## src/rtl/fir_mac.sv

```systemverilog
// Sequential FIR filter: one multiply-accumulate per cycle over an NTAPS-deep
// delay line, with coefficients read from an external combinational ROM.
module fir_mac #(
    parameter int NTAPS = 8
) (
    input  logic                     clk,
    input  logic                     rst_n,
    input  logic                     smpl_vld,
    input  logic [15:0]              smpl,
    input  logic [15:0]              coeff,
    output logic [$clog2(NTAPS)-1:0] coeff_addr,
    output logic                     busy,
    output logic                     m_vld,
    output logic [18:0]              m_28to10
);

    localparam int AW = $clog2(NTAPS);

    typedef enum logic [1:0] {IDLE, MAC, DONE} state_t;

    state_t             state;
    logic signed [15:0] x [NTAPS];
    logic        [30:0] acc;
    logic      [AW-1:0] idx;
    logic signed [30:0] prod;

    // Product is formed directly at 31 bits, which is exactly the mod-2^31 wrap.
    assign prod       = x[idx] * $signed(coeff);
    assign busy       = (state != IDLE);
    assign coeff_addr = (state == MAC) ? idx : '0;

    always_ff @(posedge clk or negedge rst_n) begin
        if (!rst_n) begin
            state    <= IDLE;
            for (int unsigned k = 0; k < NTAPS; k++) x[k] <= '0;
            acc      <= '0;
            idx      <= '0;
            m_vld    <= 1'b0;
            m_28to10 <= '0;
        end else begin
            m_vld <= 1'b0;
            case (state)
                IDLE: begin
                    if (smpl_vld) begin
                        x[0] <= smpl;
                        for (int unsigned k = 1; k < NTAPS; k++) x[k] <= x[k-1];
                        acc   <= '0;
                        idx   <= '0;
                        state <= MAC;
                    end
                end
                MAC: begin
                    acc <= acc + prod;
                    if (idx == AW'(NTAPS - 1)) state <= DONE;
                    else                       idx   <= idx + AW'(1);
                end
                DONE: begin
                    m_28to10 <= acc[28:10];
                    m_vld    <= 1'b1;
                    state    <= IDLE;
                end
                default: state <= IDLE;
            endcase
        end
    end

endmodule
```

## config.mk

```make
export PLATFORM = sky130hd
export DESIGN_NAME = fir_mac
export DESIGN_NICKNAME = d
export VERILOG_FILES = /design/src/rtl/fir_mac.sv
export SDC_FILE = /design/constraint.sdc
export NUM_CORES = 1
export LEC_CHECK = 0
export ABC_AREA = 0
export CAP_MARGIN = 20
export CORE_UTILIZATION = 45
export CTS_CLUSTER_SIZE = 14
export DETAILED_ROUTE_END_ITERATION = 16
export PLACE_DENSITY = 0.7
export SLEW_MARGIN = 20
export SYNTH_ARGS = -nofsm -noshare
export SYNTH_HDL_FRONTEND = slang
export SYNTH_SLANG_ARGS = --single-unit
export TNS_END_PERCENT = 20
```

## constraint.sdc

```tcl
create_clock -name clk -period 9.4 [get_ports clk]
set_input_delay 1.88 -clock clk [delete_from_list [all_inputs] [get_ports clk]]
set_output_delay 1.88 -clock clk [all_outputs]
set_load 0.02 [all_outputs]
```

==> flow_metrics.tcl, run 1 <==
set metrics [dict create \
    grt_first_pass_wirelength_um 64100 \
    postRouteWirelength_um 37200 \
    yosys.cell_types.count 49 \
    synth_area_sq_mm 0.0178 \
    vias 11024 \
    floorplan.initialDensity_pct 45.8 \
    worstHoldEndpoint "x[9]$_DFFE_PN0P_" \
    clock_tree.htree_level_count 4 \
    post_drt_via_cell_ratio 5.11 \
    hpwlAfterDp_um 29500 \
    globalRouteTotalUtil_pct 19.9 \
    finalWeightedCongestion 0.881 \
    synthFlopType "dfrtp_1" \
    timing_worst_slew_pin_value_ns 1.01 \
    cp_top_family "adder cells" \
    hold_slack_ns 0.504 \
    fmaxAchievable_mhz 124 \
    holdCritPathClass "reg -> reg" \
    hold_path_depth 1 \
    detailedRoute.firstPassIterationCount 5 \
    hold_start "x[9]$_DFFE_PN0P_" \
    place.detailed.instances 2122 \
    worstSetupStartpointType "primary input" \
    end_kind "flop" \
    clk_path_buf_depth 2 \
    postRouteAntennaNets 0 \
    reg2regPathDepth 24 \
    antenna_found_initial 0 \
    reg2reg_setup_slack_ns 1.49 \
    drive_gt1_share_pct 15.1 \
    number_of_pins_exceeding_their_max_slew_limit_in_the_final_report 0 \
    final_standard_cell_count_with_taps_included_and_fillers_excluded 2157 \
    cp_common_cell "fa_1" \
    critPathArrivalTime_ns 8.40 \
    cts_post_setup_buffers_inserted 0 \
    yosysWarnings 0 \
    finalCritPeriodShare_pct 85.6 \
    sequential_cell_area_sq_mm 0.00456 \
    grt_overflow 0 \
    cts-resized-gates 0 \
    highest_count_cells_in_the_layout_ignoring_fill_and_taps "inv_1 (321), fa_1 (266), dfrtp_1 (181)" \
    layout_commonest_cell "inv_1" \
    placeableCoreArea_sq_mm 0.0388 \
    clk-insertion-delay-late_ns 0.43 \
    postSynthNetCount 1999 \
    ys_async_sr_fraction_pct 100 \
    remaining_drc_errors 0 \
    number_of_top_level_pins 59 \
    cp.required_ns 9.76 \
    first_iter_violations 585 \
    rows 72 \
    post_synth.cell_area_avg_sq_um 11.1 \
    path_class "in -> reg" \
    clock_input_transition_at_the_sequential_cells_of_the_worst_setup_and_hold_paths_ns 0.07 \
    timing.final.setup_violations 0 \
    tritoncts_clock_tree "built" \
    synth_edf_count 0 \
    cts_inserted_buffers 17 \
    worst_path_largest_cell_delay_ns 0.73 \
    outcome "finished, final reports clean" \
    synthToLayoutAreaGrowth_pct 9.49 \
    fill_cells 3452 \
    die_height_um 201 \
    crit_slowest_cell "clkdlybuf4s50_1" \
    timing_hold_violations_final 0 \
    synth_sequential_area_ratio_pct 25.6 \
    crit_chain "clkdlybuf4s50_1 > and2_1 > fa_1 > inv_1 > fa_1 > fa_1 > fa_1 > inv_1 > fa_1 > inv_1 > fa_1 > inv_1 > ha_1 > nand2_1 > o31a_1 > o41ai_2 > nor4_1 > nor2_1 > a221o_1 > a21oi_1 > or4b_1 > nand3_1" \
    wl_per_cell_um 17.3 \
    placed_cell_area_sq_mm 0.0188 \
    grt_pass1_vias 12275 \
    r2r-end "acc[25]$_DFFE_PN0P_" \
    area_of_the_multi_input_gates_sq_mm 0.0117 \
    synthCells 1605 \
    post-route-cell-area_sq_mm 0.0195 \
    cp.buffers_inverters 5 \
    hold_buffers 0 \
    numPortBuffers 58 \
    ys_ff_latch 182 \
    timing.max_cap.violations 0 \
    dieArea_sq_mm 0.0403 \
    grt_start_max_net_pins 99 \
    finalWorstPathRequiredPeriod_ns 8.05 \
    cts_sinks 182 \
    unrepaired_setup_endpoints_after_global_routing "no" \
    relSlewSlack_pct 32.7 \
    cts.root.buffer_cell "clkbuf_16" \
    crit_fanout 16 \
    finalClockSkew_ns 0.0103 \
    fin_nets 2018 \
    critical_path.reg2reg.startpoint "idx[0]$_DFFE_PN0P_" \
    setup_tns_ns 0 \
    die_width_um 201 \
]
metal layers:
layer,vias to the layer above,track usage (%),routed length (um)
li1,5027,-,-
met1,5743,29.0,17700
met2,221,32.1,17800
met3,33,2.18,1320
met4,0,4.99,448
met5,-,0,0
sequential cells by signal, indices dropped and copies added, names as in the netlist:
register / cells
m_vld: 1
x: 128
state: 2
acc: 29
m_28to10: 19
idx: 3
worst max path at each step:
stage          startpoint  cells after the start             endpoint
2_1_floorplan    coeff[1]                     22  acc[28]$_DFFE_PN0P_
3_3_place_gp     coeff[7]                     23  acc[25]$_DFFE_PN0P_
3_5_place_dp     coeff[4]                     22  acc[25]$_DFFE_PN0P_
4_1_cts          coeff[4]                     22  acc[25]$_DFFE_PN0P_
5_1_grt          coeff[2]                     19  acc[28]$_DFFE_PN0P_
6_report         coeff[4]                     22  acc[25]$_DFFE_PN0P_
layout make-up:
type / instances / area share [%]
clock inverters: 11 / 0.714
multi-input cells: 1032 / 60.4
inverters: 321 / 6.19
diodes: 2 / 0.0257
clock buffers: 21 / 2.37
repair buffers: 70 / 3.58
flip-flops and latches: 182 / 23.4
well taps: 518 / 3.33
kinds of logic (layout without fill, tap and decap cells):
group                      Yosys count  count (layout)  share of synthesized area, %
buffers and inverters              391             423                          8.32
adders and majority gates          359             359                          36.5
and+or+nand+nor                    343             343                          9.48
muxes                              195             195                          14.4
DFF                                182             182                          25.6
AOI/OAI and AO/OA                   92              92                          3.48
xor gates and xnor gates            43              43                          2.20
other                                0               2                             0
cell usage after synthesis (4+ instances only):
cell type  instances  area share, %
ha_1              93            6.5
nand2b_1          10           0.35
dfrtp_1          182             26
nor2_1            21           0.44
and2_1           109            3.8
inv_1            321            6.8
fa_1             266             30
o21ai_0           14           0.39
xor2_1            15           0.74
nand2_1          164            3.5
o22ai_1           19           0.67
a21oi_1           15           0.42
buf_2              8           0.23
mux2_2           162             10
o21a_1             4           0.17
nor2b_1           15           0.53
clkbuf_1          60            1.3
a21o_1            17           0.72
xnor2_1           27            1.3
mux4_2            32            4.1
nand3_1            8           0.23
or2_2              5           0.18
per-stage QoR:
stage,utilization (%),setup WS (ns)
after floorplan,-,2.09
after global placement,48.5,1.14
after detailed placement,48.5,1.01
after CTS,50.0,1.41
after global routing,50.1,1.05
final,50.1,1.35
Power of run 1 is left out: the tool's default activity adds up to more than one toggle a clock period on the data nets, which glitch-free logic cannot reach.
==> inputs of run 2 (changes only) <==
- CORE_UTILIZATION: 45 -> 50
- GPL_TIMING_DRIVEN: not set -> 0
- PLACE_DENSITY: 0.7 -> 0.75
==> run 2 against run 1 <==
Effect of this change: register-to-register slack got worse by 0.55 ns; via count rose by 5.8%; clock skew rose by 0.0024 ns; first-iteration DRC count rose by 12%; critical path depth rose by 5; wire length rose by 9.5%.
==> flow_metrics.tcl, run 2 (synthesized netlist as in run 1, its figures left out) <==
set metrics [dict create \
    groute.layer.met2.usage_pct 40.8 \
    finalClockSkew_ns 0.0127 \
    timing_hold_violations_final 0 \
    hold_path_depth 2 \
    hold_buffers 0 \
    detailedRoute.firstPassIterationCount 7 \
    layout_commonest_cell "inv_1" \
    hpwlAfterDp_um 33100 \
    clk-insertion-delay-late_ns 0.44 \
    crit_slowest_cell "fa_1" \
    number_of_top_level_pins 59 \
    synthToLayoutAreaGrowth_pct 10.1 \
    wl_per_cell_um 18.9 \
    die_height_um 191 \
    cts-resized-gates 0 \
    fin_nets 2077 \
    highest_count_cells_in_the_layout_ignoring_fill_and_taps "inv_1 (321), fa_1 (266), dfrtp_1 (182)" \
    rows 68 \
    end_kind "flop" \
    cts_sinks 182 \
    holdCritPathClass "reg -> reg" \
    path_class "reg -> reg" \
    timing_worst_slew_pin_value_ns 0.928 \
    worst_path_largest_cell_delay_ns 0.60 \
    tritoncts_clock_tree "built" \
    antenna_found_initial 0 \
    largest_register_ff_count 128 \
    drive_gt1_share_pct 14.4 \
    hold_start "m_28to10[5]$_DFFE_PN0P_" \
    finalCritPeriodShare_pct 90.0 \
    postRouteAntennaNets 0 \
    vias 11660 \
    clock_input_transition_at_the_sequential_cells_of_the_worst_setup_and_hold_paths_ns 0.08 \
    relSlewSlack_pct 38.1 \
    placeableCoreArea_sq_mm 0.0347 \
    timing.final.setup_violations 0 \
    largestRegisters "x: 128 flops, acc: 29 flops, m_28to10: 19 flops" \
    unrepaired_setup_endpoints_after_global_routing "no" \
    clock_tree.htree_level_count 4 \
    cp_common_cell "fa_1" \
    postRouteWirelength_um 40700 \
    cp_top_family "adder cells" \
    outcome "finished, final reports clean" \
    numPortBuffers 58 \
    timing.max_cap.violations 0 \
    finalWorstPathRequiredPeriod_ns 8.46 \
    cp.required_ns 9.71 \
    globalRouteTotalUtil_pct 24.6 \
    reg2reg_setup_slack_ns 0.94 \
    antenna_cells 0 \
    post_drt_via_cell_ratio 5.42 \
    r2r-end "acc[25]$_DFFE_PN0P_" \
    grt_pass1_vias 12848 \
    reg2regPathDepth 27 \
    crit_fanout 10 \
    die_width_um 191 \
    dieArea_sq_mm 0.0363 \
    regMostFlops "x" \
    worstHoldEndpoint "m_28to10[5]$_DFFE_PN0P_" \
    finalWeightedCongestion 0.943 \
    cts_inserted_buffers 17 \
    finalWorstSetupSlack_ns 0.938 \
    worstSetupStartpointType "flop" \
    layer_with_the_highest_usage_after_global_routing "met2" \
    grt_overflow 0 \
    cp.buffers_inverters 8 \
    gr-usage-met1_pct 33.8 \
    dp_slack_ns 0.602 \
    critPathArrivalTime_ns 8.78 \
    fmaxAchievable_mhz 118 \
    grt_start_max_net_pins 106 \
    first_iter_violations 655 \
    floorplan.initialDensity_pct 51.2 \
    cts_post_setup_buffers_inserted 0 \
    layout.core_utilization_pct 56.4 \
    grtUsageMet3_pct 2.61 \
    cts.root.buffer_cell "clkbuf_16" \
    remaining_drc_errors 0 \
    clk_path_buf_depth 2 \
    number_of_pins_exceeding_their_max_slew_limit_in_the_final_report 0 \
    grt_first_pass_wirelength_um 68400 \
    critical_path.reg2reg.startpoint "idx[1]$_DFFE_PN0P_" \
]
[run 2: changes by cell type in the layout (fill, tap and decap cells not counted), sizes merged]
cell	delta
buf	-1
clkinvlp	-2
diode	-2
clkbuf	+57
clkinv	+1
inv	+5
bufinv	-1
[run 2: area by class of cell]
type / count / area (sq um)
Clock inverter: 14 / 179
Tap cell: 455 / 569
Buffer: 70 / 273
Multi-Input combinational cell: 1032 / 11700
Sequential cell: 182 / 4550
Clock buffer: 18 / 429
Fill cell: 2885 / 15200
Inverter: 321 / 1200
Timing Repair Buffer: 59 / 613
[run 2: worst max-delay path by stage]
stage / from / end / cells after the start / slack, ns
CTS: idx[1]$_DFFE_PN0P_ / acc[25]$_DFFE_PN0P_ / 27 / 0.94
finish: idx[1]$_DFFE_PN0P_ / acc[25]$_DFFE_PN0P_ / 27 / 0.94
global route: idx[1]$_DFFE_PN0P_ / acc[25]$_DFFE_PN0P_ / 27 / 0.55
detailed placement: coeff[7] / acc[25]$_DFFE_PN0P_ / 23 / 0.60
global placement: rst_n / x[116]$_DFFE_PN0P_ / 1 / -0.79
floorplan: coeff[1] / acc[28]$_DFFE_PN0P_ / 22 / 2.09
[run 2: per-layer routing]
metal,vias to the layer above,share of wire (%),wire length (um)
met2,375,48,19700
met1,6026,44,17700
met3,87,5.3,2150
li1,5172,-,-
met4,0,2.8,1140
met5,-,0,0
[run 2: worst min-delay path, delay by kind of cell (launching register included)]
| kind | cells | cell delay, ns |
|---|---|---|
| flip-flops | 1 | 0.35 |
| AND/OR/NAND/NOR | 1 | 0.05 |
| AO/OA/AOI/OAI | 1 | 0.06 |
[run 2: stage by stage]
step           instances  setup TNS (ns)  area, sq um  hold slack, ns
2_1_floorplan       1605               0        17800           0.474
3_3_place_gp        2118         -141.79        18900           0.470
3_5_place_dp        2119               0        19000           0.476
4_1_cts             2151               0        19600           0.499
5_1_grt             2151               0        19600           0.523
6_report            2151               0        19600           0.496
Power of run 2 is left out for the same reason.
